<file path="src/rtl/mem_arb_pkg.sv">
// Shared constants and types for the round-robin memory port arbiter.
package mem_arb_pkg;

    localparam int unsigned NREQ_DEF = 2;
    localparam int unsigned AW_DEF   = 4;
    localparam int unsigned DW_DEF   = 8;
    localparam int unsigned CW_DEF   = 16;

    // Access type of the granted requester
    typedef enum logic {
        ARB_RD = 1'b0,
        ARB_WR = 1'b1
    } arb_op_e;

endpackage

</file>
<file path="src/rtl/mem_rr_port_arbiter_if.sv">
// Request/response bus between requesters and the shared memory arbiter.
interface mem_rr_port_arbiter_if
    import mem_arb_pkg::*;
#(
    parameter int unsigned NREQ = NREQ_DEF,
    parameter int unsigned AW   = AW_DEF,
    parameter int unsigned DW   = DW_DEF
);

    logic [NREQ-1:0]    req_valid;
    logic [NREQ-1:0]    req_ready;
    logic [NREQ-1:0]    req_we;
    logic [NREQ*AW-1:0] req_addr;
    logic [NREQ*DW-1:0] req_wdata;
    logic [NREQ*DW-1:0] req_wmask;
    logic [NREQ-1:0]    rsp_valid;
    logic [DW-1:0]      rsp_rdata;

    modport master (
        output req_valid, req_we, req_addr, req_wdata, req_wmask,
        input  req_ready, rsp_valid, rsp_rdata
    );

    modport slave (
        input  req_valid, req_we, req_addr, req_wdata, req_wmask,
        output req_ready, rsp_valid, rsp_rdata
    );

endinterface

</file>
<file path="src/rtl/mem_rr_pick.sv">
// Round-robin picker: first valid requester at or after rr_ptr, with wrap.
module mem_rr_pick #(
    parameter int unsigned  NREQ = 2,
    localparam int unsigned PW   = (NREQ > 1) ? $clog2(NREQ) : 1
) (
    input  logic [NREQ-1:0] req_valid,
    input  logic [PW-1:0]   rr_ptr,
    output logic [NREQ-1:0] grant,
    output logic [PW-1:0]   grant_idx,
    output logic            grant_vld
);

    int unsigned   pos;
    logic [PW-1:0] idx;

    // Scan NREQ slots starting at rr_ptr; first valid slot wins
    always_comb begin
        grant     = '0;
        grant_idx = '0;
        grant_vld = 1'b0;
        pos       = 0;
        idx       = '0;
        for (int unsigned k = 0; k < NREQ; k++) begin
            pos = 32'(rr_ptr) + k;
            if (pos >= NREQ) begin
                pos = pos - NREQ;
            end
            idx = PW'(pos);
            if (!grant_vld && req_valid[idx]) begin
                grant_vld  = 1'b1;
                grant[idx] = 1'b1;
                grant_idx  = idx;
            end
        end
    end

endmodule

</file>
<file path="src/rtl/mem_rr_port_arbiter.sv">
// Single-port memory shared by NREQ requesters under round-robin arbitration.
// One access per cycle; masked writes; reads return one cycle after accept.
module mem_rr_port_arbiter
    import mem_arb_pkg::*;
#(
    parameter int unsigned NREQ = NREQ_DEF,
    parameter int unsigned AW   = AW_DEF,
    parameter int unsigned DW   = DW_DEF,
    parameter int unsigned CW   = CW_DEF
) (
    input  logic                  clk,
    input  logic                  rst_n,
    mem_rr_port_arbiter_if.slave  bus,
    output logic [CW-1:0]         stall_cnt
);

    localparam int unsigned DEPTH = 2 ** AW;
    localparam int unsigned PW    = (NREQ > 1) ? $clog2(NREQ) : 1;

    logic [DW-1:0]   mem [DEPTH];
    logic [PW-1:0]   rr_ptr;
    logic [PW-1:0]   next_ptr;
    logic [NREQ-1:0] grant;
    logic [PW-1:0]   grant_idx;
    logic            grant_vld;
    logic [AW-1:0]   sel_addr;
    logic [DW-1:0]   sel_wdata;
    logic [DW-1:0]   sel_wmask;
    arb_op_e         sel_op;
    logic            rd_acc;
    logic            wr_acc;
    logic            stall;

    mem_rr_pick #(
        .NREQ (NREQ)
    ) u_pick (
        .req_valid (bus.req_valid),
        .rr_ptr    (rr_ptr),
        .grant     (grant),
        .grant_idx (grant_idx),
        .grant_vld (grant_vld)
    );

    // Grant is suppressed while in reset so nothing is accepted
    assign bus.req_ready = rst_n ? grant : '0;

    // Mux the granted requester's payload using the one-hot grant
    always_comb begin
        sel_addr  = '0;
        sel_wdata = '0;
        sel_wmask = '0;
        for (int unsigned i = 0; i < NREQ; i++) begin
            if (grant[i]) begin
                sel_addr  = bus.req_addr[i*AW +: AW];
                sel_wdata = bus.req_wdata[i*DW +: DW];
                sel_wmask = bus.req_wmask[i*DW +: DW];
            end
        end
    end

    assign sel_op   = arb_op_e'(|(grant & bus.req_we));
    assign rd_acc   = rst_n && grant_vld && (sel_op == ARB_RD);
    assign wr_acc   = rst_n && grant_vld && (sel_op == ARB_WR);
    assign stall    = |(bus.req_valid & ~grant);
    assign next_ptr = (grant_idx == PW'(NREQ - 1)) ? '0 : grant_idx + PW'(1);

    // Pointer, read response and stall counter
    always_ff @(posedge clk) begin
        if (!rst_n) begin
            rr_ptr        <= '0;
            bus.rsp_valid <= '0;
            bus.rsp_rdata <= '0;
            stall_cnt     <= '0;
        end else begin
            if (grant_vld) begin
                rr_ptr <= next_ptr;
            end
            bus.rsp_valid <= rd_acc ? grant : '0;
            if (rd_acc) begin
                bus.rsp_rdata <= mem[sel_addr];
            end
            if (stall && (stall_cnt != '1)) begin
                stall_cnt <= stall_cnt + CW'(1);
            end
        end
    end

    // Masked write; memory contents are intentionally not reset
    always_ff @(posedge clk) begin
        if (wr_acc) begin
            mem[sel_addr] <= (mem[sel_addr] & ~sel_wmask) | (sel_wdata & sel_wmask);
        end
    end

endmodule

</file>
<file path="src/flat_wrapper.sv">
// flat-port wrapper written by rule: the top's interface ports become plain ports
module mem_rr_port_arbiter_flat import mem_arb_pkg::*;
#(
    parameter int unsigned NREQ = NREQ_DEF,
    parameter int unsigned AW   = AW_DEF,
    parameter int unsigned DW   = DW_DEF,
    parameter int unsigned CW   = CW_DEF
)
  (clk, rst_n, stall_cnt, bus_req_valid, bus_req_we, bus_req_addr, bus_req_wdata, bus_req_wmask, bus_req_ready, bus_rsp_valid, bus_rsp_rdata);
  mem_rr_port_arbiter_if #(.NREQ(NREQ), .AW(AW), .DW(DW)) bus_i ();
  input  logic clk;
  input  logic rst_n;
  output logic [CW-1:0] stall_cnt;
  input wire logic [$bits(bus_i.req_valid)-1:0] bus_req_valid;
  input wire logic [$bits(bus_i.req_we)-1:0] bus_req_we;
  input wire logic [$bits(bus_i.req_addr)-1:0] bus_req_addr;
  input wire logic [$bits(bus_i.req_wdata)-1:0] bus_req_wdata;
  input wire logic [$bits(bus_i.req_wmask)-1:0] bus_req_wmask;
  output wire logic [$bits(bus_i.req_ready)-1:0] bus_req_ready;
  output wire logic [$bits(bus_i.rsp_valid)-1:0] bus_rsp_valid;
  output wire logic [$bits(bus_i.rsp_rdata)-1:0] bus_rsp_rdata;
  assign bus_i.req_valid = bus_req_valid;
  assign bus_i.req_we = bus_req_we;
  assign bus_i.req_addr = bus_req_addr;
  assign bus_i.req_wdata = bus_req_wdata;
  assign bus_i.req_wmask = bus_req_wmask;
  assign bus_req_ready = bus_i.req_ready;
  assign bus_rsp_valid = bus_i.rsp_valid;
  assign bus_rsp_rdata = bus_i.rsp_rdata;
  mem_rr_port_arbiter #(.NREQ(NREQ), .AW(AW), .DW(DW), .CW(CW)) u_core (.clk(clk), .rst_n(rst_n), .bus(bus_i), .stall_cnt(stall_cnt));
endmodule
</file>
<file path="config.mk">
export PLATFORM = sky130hd
export DESIGN_NAME = mem_rr_port_arbiter_flat
export DESIGN_NICKNAME = d
export VERILOG_FILES = /design/src/rtl/mem_arb_pkg.sv /design/src/rtl/mem_rr_port_arbiter_if.sv /design/src/rtl/mem_rr_pick.sv /design/src/rtl/mem_rr_port_arbiter.sv /design/src/flat_wrapper.sv
export SDC_FILE = /design/constraint.sdc
export NUM_CORES = 1
export LEC_CHECK = 0
export ABC_AREA = 1
export ABC_CLOCK_PERIOD_IN_PS = 3300
export CORE_ASPECT_RATIO = 0.7
export CORE_UTILIZATION = 57
export CTS_CLUSTER_SIZE = 10
export DETAILED_ROUTE_END_ITERATION = 6
export PLACE_DENSITY = 0.85
export SYNTH_ARGS = -nofsm -noshare
export SYNTH_HDL_FRONTEND = slang
export SYNTH_HIERARCHICAL = 1
export SYNTH_SLANG_ARGS = --single-unit
</file>
<file path="constraint.sdc">
create_clock -name clk -period 3.3 [get_ports clk]
set_clock_uncertainty 0.1 [all_clocks]
set_input_delay 0.33 -clock clk [delete_from_list [all_inputs] [get_ports clk]]
set_output_delay 0.33 -clock clk [all_outputs]
set_load 0.02 [all_outputs]
</file>
==> results.txt <==
----------------------------------------------------
[Critical path]
  Worst Reg2Reg Path Length in Cells ... 14
  Critical path capture point type ... flip-flop
  Type of element launching the critical path ... input pin
  Cell seen most often among critical-path stages ... nand2_1
  Crit-path cells ... clkdlybuf4s50_1 -> inv_1 -> nor2_2 -> inv_2 -> nand2_1 -> buf_4 -> nand3_1 -> nand2_1 -> nand2_1 -> nand2_1 -> nand2_1 -> nand2_1 -> o21ai_1 -> nand2_1 -> buf_4
  Reg-to-reg critical path endpoint ... u_core/mem[12][2]$_DFFE_PP_
  Maximum single-stage delay on the critical path ... roughly 0.52 ns
  FF-to-FF setup slack ... 0.47 ns
  Req. time, crit path ... 3.45 ns
  CP Class ... input pin to flip-flop
  CP max stage cell ... clkdlybuf4s50_1
  Worst endpoint data arrival time ... 3.02 ns
  Startpoint of the most critical register-to-register path ... u_core/rr_ptr$_SDFFE_PN0P_
  Largest driver fanout on the critical path ... 30

[Synth]
  Cell type with the largest total area after synthesis ... edfxtp_1
  Area fraction of the dominant cell type after synthesis ... a little over half
  Mean Syn Cell Area ... around 9.2 um2
  Predominant post-synthesis flop cell ... edfxtp_1
  Synth top area cells ... edfxtp_1 53%, nand2_1 17%, dfxtp_1 7.5%, nand3_1 7.1%, inv_1 1.8%
  Cells after synthesis ... 783
  Fraction of registers with async set/reset ... 0%
  Synth cell types ... 34
  Sequential cell area fraction in the yosys report ... 60.59%
  Register bit total from synthesis ... roughly 160
  Number of enable-type register cells in the synthesized netlist ... 128
  Warning count from the yosys run ... 6
  Post-synthesis instance area ... slightly above 0.007 mm2
  Syn_nets ... 830

[Run]
  Max-Cap Viols ... 0

[GRT]
  Overall track demand over capacity in global routing ... 33.32%
  Total congestion overflow after global routing ... 0
  Antenna violations before repair ... 0
  Largest net degree at the start of global routing ... 43
  Vias in the first global route ... 5808
  First-pass GRT wire length ... 31450 um

[STA]
  Relative max-transition margin ... 70.06%
  RSZ-0062 raised after global routing ... false
  Clock period minus worst slack ... 2.864 ns
  Hold violation total from the final report ... 0
  Total of endpoints with negative setup slack in the final report ... 0
  Post-route fraction of the period consumed by the critical path ... 86.80%
  Final worst-path setup slack ... 0.4356 ns
  Count of pins over their slew limit ... 0
  Worst hold slack ... 0.3786 ns
  Worst slew pin tran ... between 0.4 and 0.5 ns
  Fmax ... 349.1 MHz
  TNS Setup ... 0 ns

[Min path]
  Instance count along the most critical hold path ... 2
  Worst min-delay path class ... flip-flop to flip-flop
  Startpoint of the worst hold path ... u_core/bus.rsp_rdata[4]$_SDFFE_PN0P_
  End point of the most critical hold path ... u_core/bus.rsp_rdata[4]$_SDFFE_PN0P_

[Outcome]
  Violations in the final reports ... design-rule violations
  Outcome ... finished with violations

[Route]
  Vias ... 6324
  Post-route DRC violation count ... 5
  Routed length per placed instance ... roughly 20 um
  Post-DR vias/cell ... 5.916
  Routed length on met2 ... roughly 9300 um
  Number of routed nets with antenna violations ... 0
  Total met3 wirelength after detailed routing ... 2633 um
  DR pass1 iterations ... 7
  Detailed router's first-iteration violation count ... 894
  Uppermost routed layer ... met4
  Detailed Route WL ... 20880 um
  Routed metal-1 wire length ... between 8000 and 9000 um

[Cells and area]
  Final layout net count ... ~940
  Fillers ... between 800 and 900
  Most common cell after layout, fill and taps aside ... nand2_1
  Most frequent cells in the layout ... 326 x nand2_1, 128 x edfxtp_1, 102 x nand3_1
  Non-Filler Cell Area, Final ... 0.009006 mm2
  Number of antenna cells inserted ... 0
  Fraction of final layout cells with drive strength greater than 1 ... 12.02%
  Area added between synthesis and finish ... 24.47%

[Clock tree]
  Post-CTS setup repair buffer count ... 0
  Resized Gates After CTS ... 0
  Clock tree from TritonCTS ... yes
  Maximum clock path buffer count ... 2
  Clock Latency Late Sink ... 0.42 ns
  Clk Tree Root Cell ... clkbuf_16
  Clock buffers created by TritonCTS ... 17
  Level count of the clock H-tree ... 4
  Clock transition at the register clock pins on the worst setup and hold paths after CTS ... 0.06 ns
  Quantity of hold-fixing buffers added after cts ... 0
  Number of sinks driven by the clock tree ... 155

[Die]
  Area enclosed by the die boundary ... 0.01316 mm2
  Row count ... 34
  Height of the die ... 96.27 um
  Die Span X ... 136.7 um
  Core area ... about 0.012 mm2
  Effective utilization at floorplan ... 58.45%
  I/O pin cnt ... 74

[Placement]
  Half-perimeter wire length after placement ... 13640 um
  DP Worst Slack ... 0.1508 ns
  Total cell area at the placement stage ... 0.008401 mm2
  Routability congestion estimate from global placement ... 0.9018
  Input/output buffers ... 73

[Pwr]
  Peak supply drop ... 533.0 uV
  Overall power consumption ... slightly above 0.005 W
  Power density of the placed cells ... 560.6 mW/mm2
  Cell leakage power ... 3.805 nW

----------------------------------------------------
## sequential cells by signal, summed over array words and instances, names as in the netlist
name and cells:
u_core/bus.rsp_rdata 8, u_core/mem 128, u_core/stall_cnt 16, u_core/rr_ptr 1, u_core/bus.rsp_valid 2
## metrics by stage
stage	util [%]	cells
floorplan	-	783
global placement	67.86	1037
detailed placement	67.86	1037
CTS	72.75	1069
global route	72.75	1069
finish	72.75	1069
## cells by family (layout without fill, tap and decap cells)
group | after synthesis | after routing | share of synthesized area, %
flops | 155 | 155 | 60.59
fa+ha+maj | 1 | 1 | 0.1729
compound gates | 52 | 52 | 4.306
xor+xnor | 8 | 8 | 0.9683
buf+inv | 75 | 199 | 5.153
simple gates | 492 | 492 | 28.81
## Yosys cell counts, types with 3 or more instances
master and number:
nand3_1 102, nor2_1 35, a21oi_1 11, edfxtp_1 128, o21ai_1 16, clkbuf_1 3
xor2_1 4, buf_6 8, xnor2_1 4, inv_2 4, inv_1 35, a22oi_1 16
and3_1 3, buf_2 22, or2_2 8, nor2_2 3, nor3_1 4, nand2_1 326
nand2_2 3, o21ai_0 5, dfxtp_1 27
## report_power, final
group / switching (W) / internal (W)
Sequential: 0.0000205 / 0.00224
Clock: 0.000775 / 0.00118
Combinational: 0.000541 / 0.000289
Total: 0.00134 / 0.00371
## worst max-delay path by stage
stage	startpoint	endpoint
floorplan	u_core/rr_ptr$_SDFFE_PN0P_	u_core/mem[10][0]$_DFFE_PP_
finish	bus_req_valid[1]	u_core/mem[12][2]$_DFFE_PP_
detailed placement	bus_req_valid[1]	u_core/mem[12][5]$_DFFE_PP_
global placement	bus_req_valid[1]	u_core/mem[12][5]$_DFFE_PP_
CTS	bus_req_valid[1]	u_core/mem[9][2]$_DFFE_PP_
global route	bus_req_valid[1]	u_core/mem[5][3]$_DFFE_PP_
## worst max-delay path, delay by kind of cell
family | cells | cell delay, ns
buffers and inverters | 5 | 1.33
AND/OR/NAND/NOR | 9 | 1.27
AO/OA/AOI/OAI | 1 | 0.08
## per-layer routing
metal  track usage (%)  vias to the layer above
li1                  -                     2838
met1             46.17                     2947
met2             48.27                      465
met3             9.689                       74
met4             15.93                        0
met5                 0                        -
## final cells by class
cell class,instances,area [um2],share of cell area [%]
Inverter,41,153.9,1.709
Multi-Input combinational cell,553,2481,27.55
Tap cell,162,202.7,2.251
Clock inverter,6,42.54,0.4724
Sequential cell,155,4384,48.68
Clock buffer,26,563.0,6.252
Timing Repair Buffer,126,1179,13.09
Note: power is estimated with default switching activity, not from simulation.
